### src/rtl/morph_erode3x3.sv
// morph_erode3x3
//   Streaming 3x3 binary erosion of the white foreground of the Sobel edge
//   map. An output pixel is WHITE only when all nine pixels of its 3x3
//   neighbourhood are foreground (non-zero). This removes isolated specks and
//   thins edges. The block follows the raster pixel_x/pixel_y timing and only
//   acts inside the fixed picture window.
//
// Ports
//   clk          pixel clock
//   rst          synchronous reset, active-high
//   pixel_x/y    current raster column/row (screen coordinates)
//   rgb_data     edge-map pixel at (pixel_x, pixel_y); non-zero = foreground
//   k_erode_out  eroded pixel, WHITE or 0, registered
//   out_valid    k_erode_out is valid for (out_x, out_y)
//   out_x/out_y  screen coordinates of the output pixel (window centre)
//
// States
//   state  | meaning
//   -------+-------------------------------------------------------------
//   IDLE   | after reset; waiting for a frame start, never outputs WHITE
//   FILL   | rows 0..1 of the frame; line buffers are being (re)filled
//   RUN    | rows >= 2; both line buffers hold this frame's earlier rows

module morph_erode3x3 #(
    parameter logic [10:0] PIC_X_START = 11'd200,
    parameter logic [10:0] PIC_Y_START = 11'd100,
    parameter logic [10:0] PIC_WIDTH   = 11'd200,
    parameter logic [10:0] PIC_HEIGHT  = 11'd200,
    parameter logic [23:0] WHITE       = 24'hFFFFFF
) (
    input  logic        clk,
    input  logic        rst,
    input  logic [10:0] pixel_x,
    input  logic [10:0] pixel_y,
    input  logic [23:0] rgb_data,
    output logic [23:0] k_erode_out,
    output logic        out_valid,
    output logic [10:0] out_x,
    output logic [10:0] out_y
);

    localparam int AW = (PIC_WIDTH > 11'd1) ? $clog2(PIC_WIDTH) : 1;

    typedef enum logic [1:0] {
        S_IDLE,
        S_FILL,
        S_RUN
    } state_t;

    state_t state;
    state_t state_next;

    logic          in_win;
    logic [10:0]   c;
    logic [10:0]   r;
    logic [AW-1:0] c_idx;
    logic          fg;
    logic          frame_start;

    // Line buffers: lb0 holds the previous row, lb1 the row before that.
    logic lb0 [0:PIC_WIDTH-1];
    logic lb1 [0:PIC_WIDTH-1];
    logic lb0_rd;
    logic lb1_rd;

    // win[row][col]: row 0 = two rows back, row 2 = current row;
    // col 0 = oldest column, col 2 = newest column.
    logic [2:0][2:0] win;
    logic [2:0][2:0] win_next;
    logic [2:0][2:0] win_base;
    logic [2:0]      new_col;
    logic            all_ones;

    assign in_win = (pixel_x >= PIC_X_START) && (pixel_x < PIC_X_START + PIC_WIDTH) &&
                    (pixel_y >= PIC_Y_START) && (pixel_y < PIC_Y_START + PIC_HEIGHT);

    // c and r are only meaningful while in_win is high.
    assign c     = pixel_x - PIC_X_START;
    assign r     = pixel_y - PIC_Y_START;
    assign c_idx = c[AW-1:0];
    assign fg    = (rgb_data != 24'd0);

    assign frame_start = in_win && (c == 11'd0) && (r == 11'd0);

    // Reads happen before the write of this cycle takes effect.
    assign lb0_rd = lb0[c_idx];
    assign lb1_rd = lb1[c_idx];

    assign new_col = {fg, lb0_rd, lb1_rd};

    always_comb begin
        win_base = win;
        win_next = win;
        if (in_win) begin
            // Clear at each row start so the previous row's columns never
            // leak into the first windows of a new row.
            if (c == 11'd0) begin
                win_base = '0;
            end
            for (int row = 0; row < 3; row++) begin
                win_next[row] = {new_col[row], win_base[row][2:1]};
            end
        end
    end

    assign all_ones = &win_next;

    always_comb begin
        state_next = state;
        if (frame_start) begin
            state_next = S_FILL;
        end else if (in_win && (c == 11'd0) && (r == 11'd2) && (state == S_FILL)) begin
            state_next = S_RUN;
        end
    end

    always_ff @(posedge clk) begin
        if (rst) begin
            state <= S_IDLE;
        end else begin
            state <= state_next;
        end
    end

    // Line buffers carry no reset: FILL rewrites both rows before RUN reads them.
    always_ff @(posedge clk) begin
        if (in_win) begin
            lb1[c_idx] <= lb0_rd;
            lb0[c_idx] <= fg;
        end
    end

    always_ff @(posedge clk) begin
        if (rst) begin
            win         <= '0;
            out_valid   <= 1'b0;
            k_erode_out <= 24'd0;
            out_x       <= 11'd0;
            out_y       <= 11'd0;
        end else begin
            win <= win_next;
            if (in_win) begin
                out_valid <= 1'b1;
                out_x     <= pixel_x - 11'd1;
                out_y     <= pixel_y - 11'd1;
                // c >= 2 guarantees all three columns belong to this row;
                // RUN guarantees the two upper rows belong to this frame.
                if ((state == S_RUN) && (c >= 11'd2) && all_ones) begin
                    k_erode_out <= WHITE;
                end else begin
                    k_erode_out <= 24'd0;
                end
            end else begin
                out_valid <= 1'b0;
            end
        end
    end

endmodule

### config.mk
export PLATFORM = sky130hd
export DESIGN_NAME = morph_erode3x3
export DESIGN_NICKNAME = d
export VERILOG_FILES = /design/src/rtl/morph_erode3x3.sv
export SDC_FILE = /design/constraint.sdc
export NUM_CORES = 1
export LEC_CHECK = 0
export ABC_AREA = 1
export BUFFER_PORTS_ARGS = -buffer_cell sky130_fd_sc_hd__buf_4
export CAP_MARGIN = 10
export CORE_UTILIZATION = 40
export DETAILED_ROUTE_END_ITERATION = 7
export GPL_TIMING_DRIVEN = 0
export RECOVER_POWER = 25
export SYNTH_ARGS = -nofsm -noshare
export SYNTH_HDL_FRONTEND = slang
export SYNTH_SLANG_ARGS = --single-unit
### constraint.sdc
create_clock -name clk -period 7.55 [get_ports clk]
set_clock_uncertainty 0.1 [all_clocks]
set_input_delay 1.51 -clock clk [delete_from_list [all_inputs] [get_ports clk]]
set_output_delay 1.51 -clock clk [all_outputs]
set_load 0.03 [all_outputs]
==> results of run 1 <==
worst max-delay path by stage:
stage,end,slack (ns),depth (start not counted)
after floorplan,lb1[0],1.19,13
after global placement,lb0[116],-3.68,3
after detailed placement,lb1[142],1.53,15
after CTS,lb1[148],2.14,15
after global routing,lb1[172],1.72,15
final,lb1[157],1.73,15
sequential cells by signal, summed over array words and instances (netlist names):
name / cells
win: 9
lb0: 200
out_y: 11
k_erode_out: 1
lb1: 200
out_x: 11
state: 2
out_valid: 1
power by group through the flow:
stage / registers, mW / logic [mW] / clock network, mW
after floorplan: 2.73 / 0.231 / 0
after global placement: 2.75 / 0.431 / 0
after detailed placement: 2.71 / 0.445 / 0
after CTS: 2.66 / 0.446 / 2.19
after global routing: 2.66 / 0.482 / 2.27
final: 2.66 / 0.457 / 2.18
per-stage QoR:
step | setup TNS (ns) | area [um2] | hold slack [ns] | cells
floorplan | 0 | 19800 | 0.340 | 2055
global placement | -1377.80 | 21400 | 0.336 | 2811
detailed placement | 0 | 21600 | 0.347 | 2823
CTS | 0 | 23000 | 0.356 | 2910
global route | 0 | 22800 | 0.380 | 2910
finish | 0 | 22800 | 0.352 | 2911
routing by layer:
layer  track usage (%)  share of wire, %  up-vias
met1              36.5                41     7522
met4              11.0               4.1        0
met2              41.1                44      940
met5                 0                 0        -
met3              4.81                11      173
li1                  -                 -     7053
logic make-up (layout without fill, tap and decap cells):
family / after synthesis / count (layout) / synth area share [%]
other: 0 / 1 / 0
adder cells (fa/ha/maj): 11 / 11 / 0.694
AND/OR/NAND/NOR: 1219 / 1219 / 25.4
AO/OA/AOI/OAI: 102 / 102 / 2.69
flip-flops: 435 / 435 / 64.1
XOR/XNOR: 12 / 12 / 0.568
buffers and inverters: 276 / 467 / 6.54
worst max-delay path, stage by stage:
cell	delay (ns)
sky130_fd_sc_hd__buf_4	0.12
sky130_fd_sc_hd__buf_2	0.24
sky130_fd_sc_hd__inv_2	0.10
sky130_fd_sc_hd__buf_4	0.25
sky130_fd_sc_hd__buf_2	0.40
sky130_fd_sc_hd__ha_1	0.34
sky130_fd_sc_hd__xor2_2	0.15
sky130_fd_sc_hd__nor2_1	1.11
sky130_fd_sc_hd__nand3_1	0.33
sky130_fd_sc_hd__nand2_1	0.19
sky130_fd_sc_hd__nor2_1	0.06
sky130_fd_sc_hd__nor2_1	0.10
sky130_fd_sc_hd__nor2_1	0.10
sky130_fd_sc_hd__nand2_4	0.67
sky130_fd_sc_hd__buf_16	0.33
synth_stat cells (all sizes together) (2+ instances only):
library cell	number	share of area [%]
nand4	18	0.57
nand3	178	4.6
nor3	12	0.30
buf	111	3.4
dfxtp	35	3.5
a21oi	39	0.98
o211ai	3	0.11
a31oi	3	0.095
nand3b	6	0.23
a41oi	2	0.088
inv	140	2.7
nor4	3	0.095
clkbuf	25	0.47
xor2	6	0.30
or2	5	0.16
ha	11	0.69
nor2	372	7.5
nand2	622	12
edfxtp	400	61
xnor2	6	0.26
o21ai	53	1.3
final cells by class:
cell class / count / share of cell area (%)
buffer: 136 / 3.37
multi-input combinational: 1344 / 25.6
antenna: 1 / 0.0110
clock buffer: 58 / 5.53
inverter: 140 / 2.32
tap: 664 / 3.64
timing repair buffer: 104 / 3.02
clock inverter: 29 / 0.752
sequential: 435 / 55.8
==> results.yml, run 1 <==
yosys:
  synth_nets: 2114
  syn_area_per_cell_um2: 9.65
  seq_area_frac_synth_pct: 64.1
  yosys_warnings: 0
  synth_ff_type: "sky130_fd_sc_hd__edfxtp_1"
  synth_edf_count: 400
  ys_async_sr_fraction_pct: 0
  number_of_instances_in_the_synthesized_netlist: 2055
  synth.lib_cells_used.distinct: 41
  syn-cell-area_um2: 19800
  synth-seq-cells: 435
final_layout:
  area.sequential_um2: 12700
  post_route_cells_drive_above_1_share_pct: 12.6
  synth_to_final_area_change_pct: 14.9
  final_cell_mix: "sky130_fd_sc_hd__nand2_1 (608), sky130_fd_sc_hd__edfxtp_1 (400), sky130_fd_sc_hd__nor2_1 (360), sky130_fd_sc_hd__nand3_1 (176), sky130_fd_sc_hd__inv_1 (134)"
  layout_commonest_cell: "sky130_fd_sc_hd__nand2_1"
  num-nets-final: 2267
  nFillCells: 4713
  multiInputGateArea_um2: 5830
  layout.core_utilization_pct: 46.6
hold_path:
  hold_path.class: "register to register"
  hold-path-cell-count: 2
  worstHoldEndpoint: "out_y[4]"
  min_from: "out_y[4]"
setup_path:
  critPathRequiredTime_ns: 7.83
  logic_depth_of_the_worst_register_to_register_path: 13
  crit_arrival_ns: 6.10
  critical_path.startpoint: "pixel_x[3]"
  end_kind: "register"
  regToRegSetupSlack_ns: 4.57
  timing.critical_path.fanout_max: 77
  rr_endpoint: "lb1[157]"
  path_class: "input port to register"
  setup.worst_path.start_class: "input port"
  crit-reg2reg-launch: "lb0[37]"
power_and_ir_drop:
  share_seq_of_total_power_pct: 50.3
  totalPowerFinal_mw: 5.30
  power_switching_share_pct: 24.7
  p_int_mw: 3.99
  power_frac_clock_pct: 41.1
  power_per_cell_area_nw_per_um2: 232
  total_leakage_power_nw: 9.12
  p_switching_mw: 1.31
  power_frac_comb_pct: 8.6
  irDropWorstVdd_v: 0.000145
placed_design:
  hpwlAfterDp_um: 43600
  dpl_worst_slack_ns: 1.53
  place.port_buffers: 92
  last_weighted_congestion_value_of_the_routability_driven_placer: 0.936
floorplan:
  dieHeight_um: 225
  io_pins: 95
  num_rows: 81
  initial_utilization_pct: 40.5
  dieArea_um2: 50500
  core_um2: 49000
  fp.dieW_um: 225
global_routing:
  antenna_found_initial: 0
  first_pass_grt_wire_length_um: 96200
  grt_remaining_overflow: 0
  track_usage_pct: 26.5
  grt_start_max_net_pins: 78
  grt_pass1_vias: 14900
drt:
  detailedRoute.firstIterationViolations: 1985
  wirelength_um: 66400
  num_vias: 15700
  route.detailed.drc: 0
  vias_per_cell: 5.39
  drt_pass1_iterations: 5
  antenna_left: 0
  drt-wirelength-per-cell_um: 22.8
timing:
  timing.final.crit_period_ns: 5.82
  max_slew_margin_pct: 1.24
  setup_viol: 0
  worstMarginPinSlew_ns: 1.48
  final_critical_path_setup_slack_ns: 1.73
  final_max_slew_viol_count: 0
  post-route-period-util_pct: 77.1
  final-hold-violation-count: 0
  clock.fmax_mhz: 172
  grt_setup_unrepaired: "no"
cts:
  cts_tree: "done"
  htree_num_levels: 2
  clock_buffers_created_by_tritoncts: 47
  cts_buffer_depth: 3
  cts.sinks: 435
  postCtsSetupBuffers: 0
  library_cell_used_as_clock_root_buffer: "sky130_fd_sc_hd__clkbuf_16"
  clkLatencyLatePin_ns: 0.60
  cts.repair.resized: 0
  post_cts_hold_buffer_count: 0
  clkSlewWorstSetupHoldPaths_ns: 0.06
job:
  maximum_capacitance_violations: 1
run_status:
  failed_checks: "max-capacitance violations"
  status: "finished, violations left"
Note: power is estimated with default switching activity, not from simulation.
==> inputs of run 2 (changes only) <==
- ABC_AREA: 1 -> 0
- clock period: 7.55 -> 4.75 ns (I/O delays scaled with it)
==> run 2 against run 1 <==
Compared with the run above: the run ends with max-capacitance violations, max-slew violations left; sequential power grew 57%; global-route usage shrank 3.8 points; die area is 6.7% lower; final cell count decreased by 33%; routed wire length decreased by 20%; utilization grew 0.55 points; sequential share of layout area grew 3.3 points; critical path depth fell by 4; synthesized cell count shrank 42%; count of clock-buffer cells in the layout grew 2; non-clock buffer count shrank 47; area after synthesis shrank 6.8%; critical path type unchanged; largest power group unchanged.
==> results.yml, run 2 <==
yosys:
  synth-seq-cells: 432
  synth_largest_type_area_fraction_pct: 65.0
  syn_area_per_cell_um2: 15.6
  synth_ff_type: "sky130_fd_sc_hd__edfxtp_1"
  synthDominantAreaCellType: "sky130_fd_sc_hd__edfxtp_1"
  number_of_instances_in_the_synthesized_netlist: 1183
  synth_nets: 1242
  seq_area_frac_synth_pct: 68.4
  synth_commonest_cells: "sky130_fd_sc_hd__edfxtp_1 (400), sky130_fd_sc_hd__nor2_1 (245), sky130_fd_sc_hd__mux4_2 (93)"
  syn-cell-area_um2: 18500
  most_common_cell_in_the_synthesized_netlist: "sky130_fd_sc_hd__edfxtp_1"
  synthTopCellsByArea: "sky130_fd_sc_hd__edfxtp_1 (65%), sky130_fd_sc_hd__mux4_2 (11%), sky130_fd_sc_hd__nor2_1 (5.0%), sky130_fd_sc_hd__dfxtp_1 (3.5%), sky130_fd_sc_hd__buf_4 (1.2%)"
  synth.lib_cells_used.distinct: 71
  ys_async_sr_fraction_pct: 0
  synth_edf_count: 400
  yosys_warnings: 0
final_layout:
  fin_area_um2: 21400
  num-nets-final: 1388
  layout.core_utilization_pct: 47.1
  synth_to_final_area_change_pct: 15.9
  n_antenna_cell: 0
  nFillCells: 4024
  biggestRegsByFlops: "lb0 x200, lb1 x200"
  post_route_cells_drive_above_1_share_pct: 24.6
  final_cell_mix: "sky130_fd_sc_hd__edfxtp_1 (400), sky130_fd_sc_hd__nor2_1 (245), sky130_fd_sc_hd__buf_4 (95), sky130_fd_sc_hd__mux4_2 (93), sky130_fd_sc_hd__clkbuf_1 (64)"
  layout_commonest_cell: "sky130_fd_sc_hd__edfxtp_1"
floorplan:
  core_um2: 45500
  fp.dieW_um: 217
  io_pins: 95
  dieHeight_um: 217
  dieArea_um2: 47100
  num_rows: 78
  initial_utilization_pct: 40.7
placed_design:
  last_weighted_congestion_value_of_the_routability_driven_placer: 0.927
  place.port_buffers: 89
  dpl_cell_area_um2: 20000
  hpwlAfterDp_um: 33600
drt:
  wirelength_um: 52800
  drt-wirelength-per-cell_um: 26.9
  route.detailed.drc: 0
  vias_per_cell: 5.73
  detailedRoute.firstIterationViolations: 1420
  num_vias: 11200
  drt_pass1_iterations: 5
  antenna_left: 0
cts:
  library_cell_used_as_clock_root_buffer: "sky130_fd_sc_hd__clkbuf_16"
  cts_buffer_depth: 3
  clkLatencyLatePin_ns: 0.58
  htree_num_levels: 2
  cts_tree: "done"
  post_cts_hold_buffer_count: 0
  cts.sinks: 432
  clock_buffers_created_by_tritoncts: 46
  clkSlewWorstSetupHoldPaths_ns: 0.06
timing:
  max_slew_margin_pct: -47.2
  post-route-period-util_pct: 98.2
  clock.fmax_mhz: 214
  setup_viol: 0
  final-hold-violation-count: 0
  timing.final.crit_period_ns: 4.66
  worstMarginPinSlew_ns: 2.21
  final_max_slew_viol_count: 131
  grt_setup_unrepaired: "no"
setup_path:
  path_class: "input port to register"
  critPathRequiredTime_ns: 4.97
  crit-reg2reg-launch: "lb0[170]"
  regToRegSetupSlack_ns: 1.49
  critical-path-slowest-cell: "sky130_fd_sc_hd__a221oi_4"
  logic_depth_of_the_worst_register_to_register_path: 7
  setup.worst_path.start_class: "input port"
  end_kind: "register"
  crit_arrival_ns: 4.88
  critical_path.max_stage_delay_ns: 0.66
  path_cells: "buf_4 -> buf_2 -> clkbuf_4 -> clkinv_2 -> ha_1 -> xnor2_2 -> nor2_1 -> a21oi_1 -> a221oi_4 -> a21o_4 -> buf_16"
  timing.critical_path.fanout_max: 103
  rr_endpoint: "lb1[195]"
hold_path:
  hold_path.class: "register to register"
  min_from: "out_x[10]"
  hold-path-cell-count: 1
  worstHoldEndpoint: "out_x[10]"
global_routing:
  antenna_found_initial: 0
  grt_remaining_overflow: 0
  first_pass_grt_wire_length_um: 75900
  track_usage_pct: 22.7
  grt_pass1_vias: 11200
  grt_start_max_net_pins: 104
power_and_ir_drop:
  power_per_cell_area_nw_per_um2: 382
  total_leakage_power_nw: 7.05
  irDropWorstVdd_v: 0.000235
run_status:
  status: "finished, violations left"
  failed_checks: "max-capacitance violations, max-slew violations"
job:
  maximum_capacitance_violations: 2
[run 2: cell types whose count changed in the layout (fill, tap and decap cells not counted), moves of 13 or more]
cell / before / now
sky130_fd_sc_hd__nor2_1: 360 / 245
sky130_fd_sc_hd__inv_1: 134 / 11
sky130_fd_sc_hd__mux4_2: 0 / 93
sky130_fd_sc_hd__nand4_1: 18 / 5
sky130_fd_sc_hd__a21oi_1: 39 / 17
sky130_fd_sc_hd__nand2_1: 608 / 57
sky130_fd_sc_hd__a211oi_1: 1 / 22
sky130_fd_sc_hd__buf_2: 65 / 23
sky130_fd_sc_hd__nand3_1: 176 / 6
sky130_fd_sc_hd__o21ai_0: 47 / 8
sky130_fd_sc_hd__a22oi_1: 0 / 21
[run 2: logic make-up (layout without fill, tap and decap cells)]
logic type                 Yosys count  in the layout  share of synthesized area (%)
muxes                              119            119                           12.9
xor gates and xnor gates            20             20                           1.07
AOI/OAI and AO/OA                  113            116                           4.51
buffers and inverters              111            288                           3.45
DFF                                432            432                           68.4
and+or+nand+nor                    377            377                           8.91
adders and majority gates           11             11                          0.744
[run 2: how the worst max path moves through the flow]
stage / start / to / slack [ns] / cells past startpoint
4_1_cts: pixel_x[0] / lb1[8] / 0.002 / 14
2_1_floorplan: pixel_x[3] / lb1[0] / 0.41 / 10
3_3_place_gp: pixel_x[3] / lb1[182] / -1.60 / 11
3_5_place_dp: pixel_x[3] / lb1[87] / -1.19 / 12
6_report: pixel_x[3] / lb1[195] / 0.09 / 11
5_1_grt: pixel_x[3] / lb1[88] / 0.06 / 11
[run 2: repair_timing]
item                                    CTS  global route
resized for setup                        11             8
pin swaps                                 1             2
endpoints found under the setup margin  372           143
gates cloned                              2             1
endpoints found under the hold margin     0             0
setup buffers                             0             2
[run 2: layer usage]
metal | track usage (%) | part of all wire [%]
met1 | 31.2 | 41
met2 | 35.6 | 46
met3 | 4.14 | 8.8
met4 | 9.41 | 3.8
met5 | 0 | 0
[run 2: final cells by class]
class,count,area [um2],share of cell area (%)
multi-input combinational,643,5280,24.7
timing repair buffer,95,648,3.02
clock buffer,60,1220,5.72
sequential,432,12700,59.0
inverter,13,50.0,0.234
clock inverter,22,216,1.01
buffer,98,602,2.81
tap,600,751,3.50
[run 2: worst max-delay path: cells and delay by family]
kind	cells	cell delay, ns
compound gates	3	1.31
fa+ha+maj	1	0.38
xor+xnor	1	0.25
simple gates	1	0.53
buf+inv	5	1.34
[run 2: power breakdown]
| group | leakage, nW | total, mW | switching (mW) | internal, mW |
|---|---|---|---|---|
| Clock | 0.686 | 3.49 | 1.46 | 2.03 |
| Combinational | 2.21 | 0.524 | 0.362 | 0.162 |
| Sequential | 4.15 | 4.18 | 0.00223 | 4.18 |
[run 2: per-stage QoR]
| stage | total power, mW | hold slack (ns) | TNS [ns] | worst slack [ns] | std cells |
|---|---|---|---|---|---|
| finish | 8.20 | 0.360 | 0 | 0.0860 | 1963 |
| global route | 8.40 | 0.366 | 0 | 0.0632 | 1963 |
| CTS | 8.22 | 0.361 | 0 | 0.00233 | 1960 |
| detailed placement | 4.76 | 0.348 | -392.95 | -1.19 | 1876 |
| global placement | 4.75 | 0.347 | -710.51 | -1.60 | 1872 |
| floorplan | 4.54 | 0.345 | 0 | 0.405 | 1183 |
==> inputs of run 3 (changes only) <==
- CTS_BUF_LIST: unset -> sky130_fd_sc_hd__clkbuf_16
- GPL_TIMING_DRIVEN: 0 -> unset
==> run 3 against run 2 <==
Compared with the run above: the run still ends with max-capacitance violations, max-slew violations left; die area unchanged; worst hold slack improved by 0.0067 ns; combinational power fell by 11%; register-to-register slack gained 0.14 ns; utilization decreased by 0.54 points; sequential power is essentially flat; cell area shrank 1.1%; critical endpoint is now lb0[97]; highest routed layer unchanged.
==> results.yml, run 3 (synthesis results as in run 2) <==
cts:
  cts_tree: "done"
  cts_buffer_depth: 3
  clock_buffers_created_by_tritoncts: 46
  clkSlewWorstSetupHoldPaths_ns: 0.06
  cts.sinks: 432
  htree_num_levels: 2
  cts.repair.resized: 0
  postCtsSetupBuffers: 0
  clkLatencyLatePin_ns: 0.59
  post_cts_hold_buffer_count: 0
  library_cell_used_as_clock_root_buffer: "sky130_fd_sc_hd__clkbuf_16"
power_and_ir_drop:
  irDropWorstVdd_v: 0.000266
  total_leakage_power_nw: 6.98
  totalPowerFinal_mw: 8.11
  power_per_cell_area_nw_per_um2: 383
floorplan:
  core_um2: 45500
  io_pins: 95
  fp.dieW_um: 217
  dieArea_um2: 47100
  initial_utilization_pct: 40.7
  num_rows: 78
  dieHeight_um: 217
final_layout:
  final_cell_mix: "sky130_fd_sc_hd__edfxtp_1 (400), sky130_fd_sc_hd__nor2_1 (245), sky130_fd_sc_hd__buf_4 (112), sky130_fd_sc_hd__mux4_2 (93), sky130_fd_sc_hd__nand2_1 (57)"
  nFillCells: 4026
  n_antenna_cell: 0
  biggestRegsByFlops: "lb0 x200, lb1 x200"
  layout_commonest_cell: "sky130_fd_sc_hd__edfxtp_1"
  num-nets-final: 1338
  synth_to_final_area_change_pct: 14.6
  layout.core_utilization_pct: 46.6
  post_route_cells_drive_above_1_share_pct: 23.5
timing:
  fin_worst_hold_slack_ns: 0.366
  final-hold-violation-count: 0
  timing.final.crit_period_ns: 3.97
  setup_viol: 0
  grt_setup_unrepaired: "no"
  max_slew_margin_pct: -11.0
  clock.fmax_mhz: 252
  post-route-period-util_pct: 83.5
  totalNegativeSetupSlack_ns: 0
  final_critical_path_setup_slack_ns: 0.784
  final_max_slew_viol_count: 41
  worstMarginPinSlew_ns: 1.66
global_routing:
  grt_pass1_vias: 10900
  track_usage_pct: 20.5
  first_pass_grt_wire_length_um: 70300
  grt_remaining_overflow: 0
  grt_start_max_net_pins: 74
  antenna_found_initial: 0
placed_design:
  hpwlAfterDp_um: 30300
  dpl_worst_slack_ns: 0.491
  place.port_buffers: 94
  last_weighted_congestion_value_of_the_routability_driven_placer: 0.897
setup_path:
  crit_arrival_ns: 3.88
  timing.critical_path.fanout_max: 73
  setup.worst_path.start_class: "input port"
  critPathRequiredTime_ns: 4.66
  regToRegSetupSlack_ns: 1.63
  path_class: "input port to register"
  end_kind: "register"
hold_path:
  hold_path.class: "register to register"
run_status:
  status: "finished, violations left"
  failed_checks: "max-capacitance violations, max-slew violations"
drt:
  antenna_left: 0
  vias_per_cell: 5.61
  drt_pass1_iterations: 5
  drt-wirelength-per-cell_um: 24.7
  route.detailed.drc: 0
  detailedRoute.firstIterationViolations: 1242
  wirelength_um: 47200
  num_vias: 10700
job:
  maximum_capacitance_violations: 1
-- run 3: worst max-delay path: stages --
cell                       delay (ns)
sky130_fd_sc_hd__clkbuf_4        0.11
sky130_fd_sc_hd__nor4_1          0.26
sky130_fd_sc_hd__and4_1          0.23
sky130_fd_sc_hd__nand3_1         1.14
sky130_fd_sc_hd__clkbuf_2        1.12
-- run 3: area by class of cell --
type	count	area, um2	share of cell area (%)
inverters	13	48.8	0.230
repair buffers	146	1080	5.10
well taps	600	751	3.54
clock buffers	47	1180	5.55
multi-input cells	640	5210	24.6
flip-flops and latches	432	12700	59.7
clock inverters	34	270	1.28
-- run 3: worst paths after layout --
path         depth (start not counted)         start        to
max                                  5  rgb_data[12]   lb0[97]
min                                  1      out_x[9]  out_x[9]
max reg2reg                          8      lb0[168]   lb1[79]
min reg2reg                          1      out_x[9]  out_x[9]
-- run 3: power breakdown --
group	leakage (nW)	switching, mW	internal [mW]
Clock	0.751	1.46	2.00
Combinational	2.07	0.309	0.160
Sequential	4.15	0.00204	4.18
Total	6.98	1.77	6.34
-- run 3: metal layers --
metal | vias to the layer above | routed length [um] | GRT usage, %
met5 | - | 0 | 0
met4 | 0 | 1420 | 7.21
met3 | 87 | 3990 | 4.47
met2 | 486 | 21800 | 32.0
met1 | 5448 | 20000 | 28.3
li1 | 4706 | - | -
-- run 3: through the flow --
step	std cells	instance area (um2)
global route	1912	21200
detailed placement	1831	19800
floorplan	1183	18500
global placement	1831	19800
CTS	1912	21300
finish	1912	21200
